## src/rtl/redmule_pkg.sv

```systemverilog
// Shared constants and types for the RedMulE configuration master.
// No logic; pure declarations.
// Not applicable: no handshakes live here.
package redmule_pkg;

    // Default number of job registers programmed per job.
    localparam int unsigned REDMULE_REGS = 12;

    // Control-slave register offsets, relative to the accelerator base address.
    localparam logic [31:0] REDMULE_TRIGGER    = 32'h0000_0000;
    localparam logic [31:0] REDMULE_ACQUIRE    = 32'h0000_0004;
    localparam logic [31:0] REDMULE_STATUS     = 32'h0000_000C;
    localparam logic [31:0] REDMULE_SOFT_CLEAR = 32'h0000_0014;
    localparam logic [31:0] REDMULE_REG_BASE   = 32'h0000_0040;

    // Idle cycles between a refused acquire and the next attempt.
    localparam int unsigned REDMULE_BACKOFF_CYCLES = 8;

    typedef enum logic [2:0] {
        CFG_IDLE,
        CFG_ACQ_REQ,
        CFG_ACQ_RESP,
        CFG_BACKOFF,
        CFG_PROG,
        CFG_TRIG,
        CFG_WAIT_EVT,
        CFG_DONE
    } cfg_state_e;

    // Offset of job register idx from the base address.
    function automatic logic [31:0] redmule_job_reg_offset(input logic [31:0] idx);
        return REDMULE_REG_BASE + (idx << 2);
    endfunction

endpackage

```

## src/rtl/redmule_cfg_master_if.sv

```systemverilog
// hwpe_ctrl periph bus: request channel plus id-tagged response channel.
// No logic; wiring only.
// Request held until gnt; responses are unconditionally accepted by the master.
interface redmule_cfg_master_if #(
    parameter int unsigned AddrWidth = 32,
    parameter int unsigned ID_WIDTH  = 8
);
    logic                 req;
    logic                 gnt;
    logic [AddrWidth-1:0] add;
    logic                 wen;
    logic [3:0]           be;
    logic [31:0]          data;
    logic [ID_WIDTH-1:0]  id;
    logic                 r_valid;
    logic [31:0]          r_data;
    logic [ID_WIDTH-1:0]  r_id;

    modport master (
        output req, add, wen, be, data, id,
        input  gnt, r_valid, r_data, r_id
    );

    modport slave (
        input  req, add, wen, be, data, id,
        output gnt, r_valid, r_data, r_id
    );
endinterface

```

## src/rtl/redmule_periph_txn.sv

```systemverilog
// Single-outstanding periph transaction engine with id tagging.
// Request visible the cycle start_i rises; writes finish on gnt, reads on matching r_valid.
// Holds req/add/wen/data/id stable until gnt; ignores start_i while a read is outstanding.
module redmule_periph_txn
    import redmule_pkg::*;
#(
    parameter int unsigned AddrWidth = 32,
    parameter int unsigned ID_WIDTH  = 8
) (
    input  logic                 clk_i,
    input  logic                 rst_ni,
    input  logic                 clear_i,
    input  logic                 start_i,
    input  logic [AddrWidth-1:0] add_i,
    input  logic                 wen_i,
    input  logic [31:0]          data_i,
    output logic                 gnt_o,
    output logic                 txn_done_o,
    output logic [31:0]          rdata_o,
    redmule_cfg_master_if.master periph
);

    logic                 req_q;
    logic                 pend_q;
    logic                 wen_q;
    logic [AddrWidth-1:0] add_q;
    logic [31:0]          data_q;
    logic [ID_WIDTH-1:0]  id_q;
    logic [ID_WIDTH-1:0]  id_cnt_q;
    logic                 issue;
    logic                 rsp_match;

    // A new transaction starts only with nothing in flight; clear kills it immediately.
    assign issue     = start_i & ~req_q & ~pend_q & ~clear_i;
    assign rsp_match = pend_q & periph.r_valid & (periph.r_id == id_q);

    // The issue cycle presents the inputs directly; later stall cycles replay the latched copy.
    assign periph.req  = (req_q & ~clear_i) | issue;
    assign periph.add  = issue ? add_i     : add_q;
    assign periph.wen  = issue ? wen_i     : wen_q;
    assign periph.data = issue ? data_i    : data_q;
    assign periph.id   = issue ? id_cnt_q  : id_q;
    assign periph.be   = 4'hF;

    assign gnt_o      = periph.req & periph.gnt;
    assign txn_done_o = (gnt_o & ~periph.wen) | rsp_match;
    assign rdata_o    = periph.r_data;

    // Latch the request on issue, track grant and the outstanding read.
    always_ff @(posedge clk_i or negedge rst_ni) begin
        if (!rst_ni) begin
            req_q    <= 1'b0;
            pend_q   <= 1'b0;
            wen_q    <= 1'b1;
            add_q    <= '0;
            data_q   <= '0;
            id_q     <= '0;
            id_cnt_q <= '0;
        end else if (clear_i) begin
            req_q    <= 1'b0;
            pend_q   <= 1'b0;
            wen_q    <= 1'b1;
            add_q    <= '0;
            data_q   <= '0;
            id_q     <= '0;
            id_cnt_q <= '0;
        end else begin
            if (issue) begin
                add_q    <= add_i;
                wen_q    <= wen_i;
                data_q   <= data_i;
                id_q     <= id_cnt_q;
                id_cnt_q <= id_cnt_q + ID_WIDTH'(1);
            end
            if (gnt_o) begin
                req_q  <= 1'b0;
                pend_q <= periph.wen;
            end else if (issue) begin
                req_q <= 1'b1;
            end
            if (rsp_match) begin
                pend_q <= 1'b0;
            end
        end
    end

endmodule

```

## src/rtl/redmule_cfg_master.sv

```systemverilog
// Acquires a RedMulE job context, programs the job registers, triggers and waits for end-of-job.
// One request per cycle at best; acquire refusals back off for a fixed idle window.
// job_ready_o only in IDLE; periph stalls via gnt are absorbed without losing data.
module redmule_cfg_master
    import redmule_pkg::*;
#(
    parameter int unsigned N_REGS    = REDMULE_REGS,
    parameter int unsigned ID_WIDTH  = 8,
    parameter int unsigned AddrWidth = 32,
    parameter logic [31:0] BASE_ADDR = 32'h0000_0000,
    parameter int unsigned MAX_RETRY = 16
) (
    input  logic                   clk_i,
    input  logic                   rst_ni,
    input  logic                   clear_i,
    input  logic                   job_valid_i,
    output logic                   job_ready_o,
    input  logic [N_REGS-1:0][31:0] job_regs_i,
    redmule_cfg_master_if.master   periph,
    input  logic                   evt_i,
    output logic                   busy_o,
    output logic                   done_o,
    output logic                   error_o,
    output logic [7:0]             job_id_o
);

    localparam int unsigned IdxW   = (N_REGS > 1) ? $clog2(N_REGS) : 1;
    localparam int unsigned RetryW = $clog2(MAX_RETRY + 1);
    localparam int unsigned BoW    = $clog2(REDMULE_BACKOFF_CYCLES);

    cfg_state_e              state_q, state_d;
    logic [N_REGS-1:0][31:0] job_regs_q;
    logic [IdxW-1:0]         idx_q;
    logic [RetryW-1:0]       retry_q;
    logic [BoW-1:0]          backoff_q;
    logic                    error_q;
    logic [7:0]              job_id_q;
    logic                    evt_q;

    logic                    txn_start;
    logic [AddrWidth-1:0]    txn_add;
    logic                    txn_wen;
    logic [31:0]             txn_data;
    logic                    txn_gnt;
    logic                    txn_done;
    logic [31:0]             txn_rdata;

    logic                    job_accept;
    logic                    acq_ok;
    logic                    acq_fail;
    logic                    retry_last;
    logic                    prog_step;
    logic                    evt_capture;

    // Only the busy flag and the context id carry meaning in an acquire response.
    logic                    unused_rdata_bits;
    assign unused_rdata_bits = ^txn_rdata[30:8];

    assign retry_last = (retry_q == RetryW'(MAX_RETRY - 1));

    redmule_periph_txn #(
        .AddrWidth (AddrWidth),
        .ID_WIDTH  (ID_WIDTH)
    ) i_txn (
        .clk_i      (clk_i),
        .rst_ni     (rst_ni),
        .clear_i    (clear_i),
        .start_i    (txn_start),
        .add_i      (txn_add),
        .wen_i      (txn_wen),
        .data_i     (txn_data),
        .gnt_o      (txn_gnt),
        .txn_done_o (txn_done),
        .rdata_o    (txn_rdata),
        .periph     (periph)
    );

    // State register.
    always_ff @(posedge clk_i or negedge rst_ni) begin
        if (!rst_ni) begin
            state_q <= CFG_IDLE;
        end else if (clear_i) begin
            state_q <= CFG_IDLE;
        end else begin
            state_q <= state_d;
        end
    end

    // Next state, transaction request and datapath strobes.
    always_comb begin
        state_d     = state_q;
        txn_start   = 1'b0;
        txn_wen     = 1'b1;
        txn_add     = '0;
        txn_data    = '0;
        job_accept  = 1'b0;
        acq_ok      = 1'b0;
        acq_fail    = 1'b0;
        prog_step   = 1'b0;
        evt_capture = 1'b0;
        case (state_q)
            CFG_IDLE: begin
                if (job_valid_i) begin
                    job_accept = 1'b1;
                    state_d    = CFG_ACQ_REQ;
                end
            end
            CFG_ACQ_REQ: begin
                txn_start = 1'b1;
                txn_wen   = 1'b1;
                txn_add   = AddrWidth'(BASE_ADDR + REDMULE_ACQUIRE);
                if (txn_gnt) begin
                    state_d = CFG_ACQ_RESP;
                end
            end
            CFG_ACQ_RESP: begin
                if (txn_done) begin
                    if (!txn_rdata[31]) begin
                        acq_ok  = 1'b1;
                        state_d = CFG_PROG;
                    end else begin
                        acq_fail = 1'b1;
                        state_d  = retry_last ? CFG_IDLE : CFG_BACKOFF;
                    end
                end
            end
            CFG_BACKOFF: begin
                if (backoff_q == BoW'(REDMULE_BACKOFF_CYCLES - 1)) begin
                    state_d = CFG_ACQ_REQ;
                end
            end
            CFG_PROG: begin
                txn_start = 1'b1;
                txn_wen   = 1'b0;
                txn_add   = AddrWidth'(BASE_ADDR + redmule_job_reg_offset(32'(idx_q)));
                txn_data  = job_regs_q[idx_q];
                if (txn_done) begin
                    prog_step = 1'b1;
                    if (idx_q == IdxW'(N_REGS - 1)) begin
                        state_d = CFG_TRIG;
                    end
                end
            end
            CFG_TRIG: begin
                txn_start = 1'b1;
                txn_wen   = 1'b0;
                txn_add   = AddrWidth'(BASE_ADDR + REDMULE_TRIGGER);
                txn_data  = '0;
                if (txn_done) begin
                    evt_capture = evt_i;
                    state_d     = CFG_WAIT_EVT;
                end
            end
            CFG_WAIT_EVT: begin
                if (evt_i || evt_q) begin
                    state_d = CFG_DONE;
                end
            end
            CFG_DONE: begin
                state_d = CFG_IDLE;
            end
            default: begin
                state_d = CFG_IDLE;
            end
        endcase
    end

    // Job data, register index, retry/backoff counters, sticky error and early-event capture.
    always_ff @(posedge clk_i or negedge rst_ni) begin
        if (!rst_ni) begin
            job_regs_q <= '0;
            idx_q      <= '0;
            retry_q    <= '0;
            backoff_q  <= '0;
            error_q    <= 1'b0;
            job_id_q   <= '0;
            evt_q      <= 1'b0;
        end else if (clear_i) begin
            job_regs_q <= '0;
            idx_q      <= '0;
            retry_q    <= '0;
            backoff_q  <= '0;
            error_q    <= 1'b0;
            job_id_q   <= '0;
            evt_q      <= 1'b0;
        end else begin
            if (job_accept) begin
                job_regs_q <= job_regs_i;
                retry_q    <= '0;
                error_q    <= 1'b0;
            end
            if (acq_ok) begin
                job_id_q <= txn_rdata[7:0];
                idx_q    <= '0;
            end
            if (acq_fail) begin
                retry_q <= retry_q + RetryW'(1);
                if (retry_last) begin
                    error_q <= 1'b1;
                end
            end
            if (state_q == CFG_BACKOFF) begin
                backoff_q <= backoff_q + BoW'(1);
            end else begin
                backoff_q <= '0;
            end
            if (prog_step) begin
                idx_q <= idx_q + IdxW'(1);
            end
            if (evt_capture) begin
                evt_q <= 1'b1;
            end else if (state_q == CFG_WAIT_EVT) begin
                evt_q <= 1'b0;
            end
        end
    end

    assign job_ready_o = (state_q == CFG_IDLE);
    assign busy_o      = (state_q != CFG_IDLE);
    assign done_o      = (state_q == CFG_DONE);
    assign error_o     = error_q;
    assign job_id_o    = job_id_q;

endmodule

```

## src/flat_wrapper.sv

```systemverilog
// flat-port wrapper written by rule: the top's interface ports become plain ports
module redmule_cfg_master_flat import redmule_pkg::*;
#(
    parameter int unsigned N_REGS    = REDMULE_REGS,
    parameter int unsigned ID_WIDTH  = 8,
    parameter int unsigned AddrWidth = 32,
    parameter logic [31:0] BASE_ADDR = 32'h0000_0000,
    parameter int unsigned MAX_RETRY = 16
)
  (clk_i, rst_ni, clear_i, job_valid_i, job_ready_o, job_regs_i, evt_i, busy_o, done_o, error_o, job_id_o, periph_req, periph_add, periph_wen, periph_be, periph_data, periph_id, periph_gnt, periph_r_valid, periph_r_data, periph_r_id);
  redmule_cfg_master_if #(.AddrWidth(AddrWidth), .ID_WIDTH(ID_WIDTH)) periph_i ();
  input  logic clk_i;
  input  logic rst_ni;
  input  logic clear_i;
  input  logic job_valid_i;
  output logic job_ready_o;
  input  logic [N_REGS-1:0][31:0] job_regs_i;
  input  logic evt_i;
  output logic busy_o;
  output logic done_o;
  output logic error_o;
  output logic [7:0] job_id_o;
  output wire logic [$bits(periph_i.req)-1:0] periph_req;
  output wire logic [$bits(periph_i.add)-1:0] periph_add;
  output wire logic [$bits(periph_i.wen)-1:0] periph_wen;
  output wire logic [$bits(periph_i.be)-1:0] periph_be;
  output wire logic [$bits(periph_i.data)-1:0] periph_data;
  output wire logic [$bits(periph_i.id)-1:0] periph_id;
  input wire logic [$bits(periph_i.gnt)-1:0] periph_gnt;
  input wire logic [$bits(periph_i.r_valid)-1:0] periph_r_valid;
  input wire logic [$bits(periph_i.r_data)-1:0] periph_r_data;
  input wire logic [$bits(periph_i.r_id)-1:0] periph_r_id;
  assign periph_req = periph_i.req;
  assign periph_add = periph_i.add;
  assign periph_wen = periph_i.wen;
  assign periph_be = periph_i.be;
  assign periph_data = periph_i.data;
  assign periph_id = periph_i.id;
  assign periph_i.gnt = periph_gnt;
  assign periph_i.r_valid = periph_r_valid;
  assign periph_i.r_data = periph_r_data;
  assign periph_i.r_id = periph_r_id;
  redmule_cfg_master #(.N_REGS(N_REGS), .ID_WIDTH(ID_WIDTH), .AddrWidth(AddrWidth), .BASE_ADDR(BASE_ADDR), .MAX_RETRY(MAX_RETRY)) u_core (.clk_i(clk_i), .rst_ni(rst_ni), .clear_i(clear_i), .job_valid_i(job_valid_i), .job_ready_o(job_ready_o), .job_regs_i(job_regs_i), .periph(periph_i), .evt_i(evt_i), .busy_o(busy_o), .done_o(done_o), .error_o(error_o), .job_id_o(job_id_o));
endmodule
```

## config.mk

```make
export PLATFORM = sky130hd
export DESIGN_NAME = redmule_cfg_master_flat
export DESIGN_NICKNAME = d
export VERILOG_FILES = /design/src/rtl/redmule_pkg.sv /design/src/rtl/redmule_cfg_master_if.sv /design/src/rtl/redmule_periph_txn.sv /design/src/rtl/redmule_cfg_master.sv /design/src/flat_wrapper.sv
export SDC_FILE = /design/constraint.sdc
export NUM_CORES = 1
export LEC_CHECK = 0
export BUFFER_PORTS_ARGS = -buffer_cell sky130_fd_sc_hd__buf_2
export CAP_MARGIN = 25
export CORE_UTILIZATION = 46
export CTS_BUF_LIST = sky130_fd_sc_hd__clkbuf_8
export CTS_CLUSTER_SIZE = 28
export DETAILED_ROUTE_END_ITERATION = 7
export HOLD_SLACK_MARGIN = 0.1
export PLACE_DENSITY = 0.78
export SYNTH_ARGS = -nofsm -noshare
export SYNTH_HDL_FRONTEND = slang
export SYNTH_HIERARCHICAL = 1
export SYNTH_SLANG_ARGS = --single-unit
```

## constraint.sdc

```tcl
create_clock -name clk_i -period 4.6 [get_ports clk_i]
set_clock_uncertainty 0.1 [all_clocks]
set_input_delay 0.23 -clock clk_i [delete_from_list [all_inputs] [get_ports clk_i]]
set_output_delay 0.23 -clock clk_i [all_outputs]
set_load 0.01 [all_outputs]
```

==> impl_metrics.py <==
metrics = {
    "outcome": {
        "run_status": "complete, no violations",
    },
    "clocking": {
        "clk_pin_slew_worst_paths_ns": 0.07,
        "tritoncts": "built",
        "clockRootBuffer": "clkbuf_8",
        "clk-insertion-delay-late_ns": 0.69,
        "post-cts-setup-buffer-count": 0,
        "cts.sinks": 492,
        "post_cts_resized": 0,
        "cts_buffer_depth": 3,
        "cts-hold-fix-buffers": 413,
        "cts_buf_count": 85,
        "cts-htree-levels": 3,
    },
    "timing": {
        "timing.final.ws_setup_ns": 0.410,
        "hold_violation_count_in_the_final_report": 0,
        "timing_worst_slew_pin_value_ns": 1.44,
        "max-slew-margin-rel_pct": 4.19,
        "final.min_clock_period_ns": 4.19,
        "finalHoldWorstSlack_ns": 0.142,
        "final-max-slew-violation-count": 0,
        "max_freq_mhz": 239,
        "finalSetupViolCount": 0,
        "final.period_utilization_pct": 91.1,
        "fin_tns_setup_ns": 0,
        "rsz0062_at_grt": "no",
    },
    "power": {
        "p_leak_nw": 14.8,
        "combPwrFrac_pct": 14.2,
        "clock_power_share_pct": 39.6,
        "p_per_area_nw_per_um2": 334,
        "p_sw_share_pct": 27.8,
        "pwr-share-seq_pct": 46.2,
        "maximum_vdd_drop_v": 0.000242,
        "cell_internal_pwr_mw": 7.47,
        "power.net_switching_mw": 2.88,
    },
    "global_routing": {
        "antenna_violations_before_repair": 28,
        "track_usage_pct": 33.9,
        "pin_count_of_the_biggest_net_entering_global_routing": 229,
        "global_route_wire_length_before_repair_um": 126000,
        "first_global_vias": 20900,
        "globalRoute.totalOverflow": 0,
    },
    "yosys": {
        "synthesis.area_per_instance_um2": 12.8,
        "syn_inst": 1731,
        "synth_warnings": 6,
        "netlist_area_um2": 22100,
    },
    "flow_run": {
        "max_cap_violations": 0,
    },
    "die": {
        "core_region_area_um2": 47000,
        "rows": 79,
        "floorplan.die.height_um": 221,
        "dieWidth_um": 221,
        "ios": 521,
        "die_area_um2": 48900,
        "starting_density_of_the_core_pct": 47.1,
    },
    "final_layout": {
        "layout_stage_area_growth_over_the_synthesis_result_pct": 40.4,
        "layout-drive-gt1-share_pct": 29.5,
        "layout_fillers": 3174,
        "finish.net_count": 3071,
    },
    "drt": {
        "overall_via_count_from_detail_route": 19600,
        "drt_wl_total_um": 83000,
        "drc_errors": 0,
        "drt_pre_antenna_iters": 5,
        "drtIter0Drc": 2304,
        "post_drt_wl_per_cell_um": 25.0,
        "final_antenna_net_count": 0,
        "avgViaCountPerCell": 5.90,
    },
    "placed_design": {
        "detailedPlacementHpwl_um": 48900,
        "place_congestion": 0.893,
        "port-buffer-count": 493,
        "preCtsSetupSlack_ns": 1.17,
    },
    "min_path": {
        "hp-class": "input pin to asynchronous set/reset pin",
    },
    "worst_setup_path": {
        "cell_seen_most_often_among_critical_path_stages": "nor2_1",
        "critPathCaptureType": "flip-flop",
        "cpLargestDelayFamily": "simple AND/OR/NAND/NOR gates",
        "crit_arrival_ns": 4.63,
        "cp_max_fo": 18,
        "worst_setup_path_start_kind": "flip-flop",
        "critical_path_buf_inv_count": 2,
        "critical_path.slowest_cell": "dfrtp_1",
        "crit_type": "flip-flop to flip-flop",
        "cp.required_ns": 5.04,
        "worst_path_largest_cell_delay_ns": 0.68,
        "worstPathCellList": "nor2_1 -> nor2_1 -> nor4b_4 -> mux2i_1 -> and3_1 -> or2_1 -> nor2b_1 -> a31oi_1 -> buf_4 -> a22o_1 -> dlygate4sd3_1",
    },
}
## sequential cells by signal (all words and copies together), names as in the netlist
| signal | count |
|---|---|
| u_core/i_txn/id_q | 8 |
| u_core/i_txn/pend_q | 1 |
| u_core/retry_q | 5 |
| u_core/i_txn/data_q | 32 |
| u_core/backoff_q | 3 |
| u_core/i_txn/wen_q | 1 |
| u_core/i_txn/id_cnt_q | 8 |
| u_core/i_txn/req_q | 1 |
| u_core/idx_q | 4 |
| u_core/evt_q | 1 |
| u_core/i_txn/add_q | 32 |
| u_core/job_id_o | 8 |
| u_core/job_regs_q | 384 |
| u_core/error_o | 1 |
| u_core/state_q | 3 |
## layer usage
| metal | GRT usage, % | share of wire, % |
|---|---|---|
| met1 | 43.3 | 39 |
| met2 | 52.9 | 47 |
| met3 | 8.45 | 8.6 |
| met4 | 19.1 | 5.9 |
| met5 | 0 | 0.043 |
## through the flow
| step | utilization [%] | instance area, µm² | instances | power [mW] |
|---|---|---|---|---|
| 3_3_place_gp | 53.3 | 25000 | 2737 | 5.88 |
| 5_1_grt | 66.0 | 31000 | 3321 | 10.7 |
| 4_1_cts | 65.7 | 30800 | 3295 | 10.2 |
| 6_report | 66.0 | 31000 | 3323 | 10.3 |
| 2_1_floorplan | - | 22300 | 1787 | 5.39 |
| 3_5_place_dp | 53.3 | 25000 | 2737 | 5.94 |
## cell usage in the layout, fill, tap and decap left out, drive strengths merged, types with 7 or more instances in the layout
master	instances
a22o	425
mux4	64
dlygate4sd3	413
clkinv	7
nand2b	7
and2	7
o21ai	8
mux2	72
dfrtp	491
nand2	159
diode	24
xnor2	12
clkbuf	101
nand3	9
mux2i	66
a221oi	31
conb	58
nor2b	7
inv	38
nor2	47
a21oi	81
nor3	7
buf	527
## power by group through the flow
| stage | clock network, mW | registers [mW] | logic, mW |
|---|---|---|---|
| 3_3_place_gp | 0 | 4.80 | 1.08 |
| 5_1_grt | 4.36 | 4.79 | 1.56 |
| 3_5_place_dp | 0 | 4.82 | 1.12 |
| 6_report | 4.10 | 4.78 | 1.47 |
| 4_1_cts | 4.08 | 4.75 | 1.40 |
| 2_1_floorplan | 0 | 4.76 | 0.631 |
## area by class of cell
type                       count  area [µm²]  area share (%)
antenna                       24        60.1           0.194
clock buffer                 101        1390            4.48
clock inverter                44         290           0.936
inverter                       6        22.5          0.0726
multi-input combinational   1109        9130            29.4
sequential                   492       12300            39.7
tap                          607         759            2.45
timing repair buffer         940        7040            22.7
## final timing paths
check                               startpoint                     end  slack, ns  cells after the start
setup / recovery             u_core/state_q[2]      u_core/job_id_o[7]       0.41                     11
hold / removal                          rst_ni  u_core/job_regs_q[223]       0.14                      2
setup reg to reg             u_core/state_q[2]      u_core/job_id_o[7]       0.41                     11
hold reg to reg            u_core/backoff_q[0]     u_core/backoff_q[0]       0.34                      1
max in group asynchronous               rst_ni  u_core/job_regs_q[216]       3.06                      3
min in group clk_i             job_regs_i[333]  u_core/job_regs_q[333]       0.19                      3
Note: power is estimated with default switching activity, not from simulation.
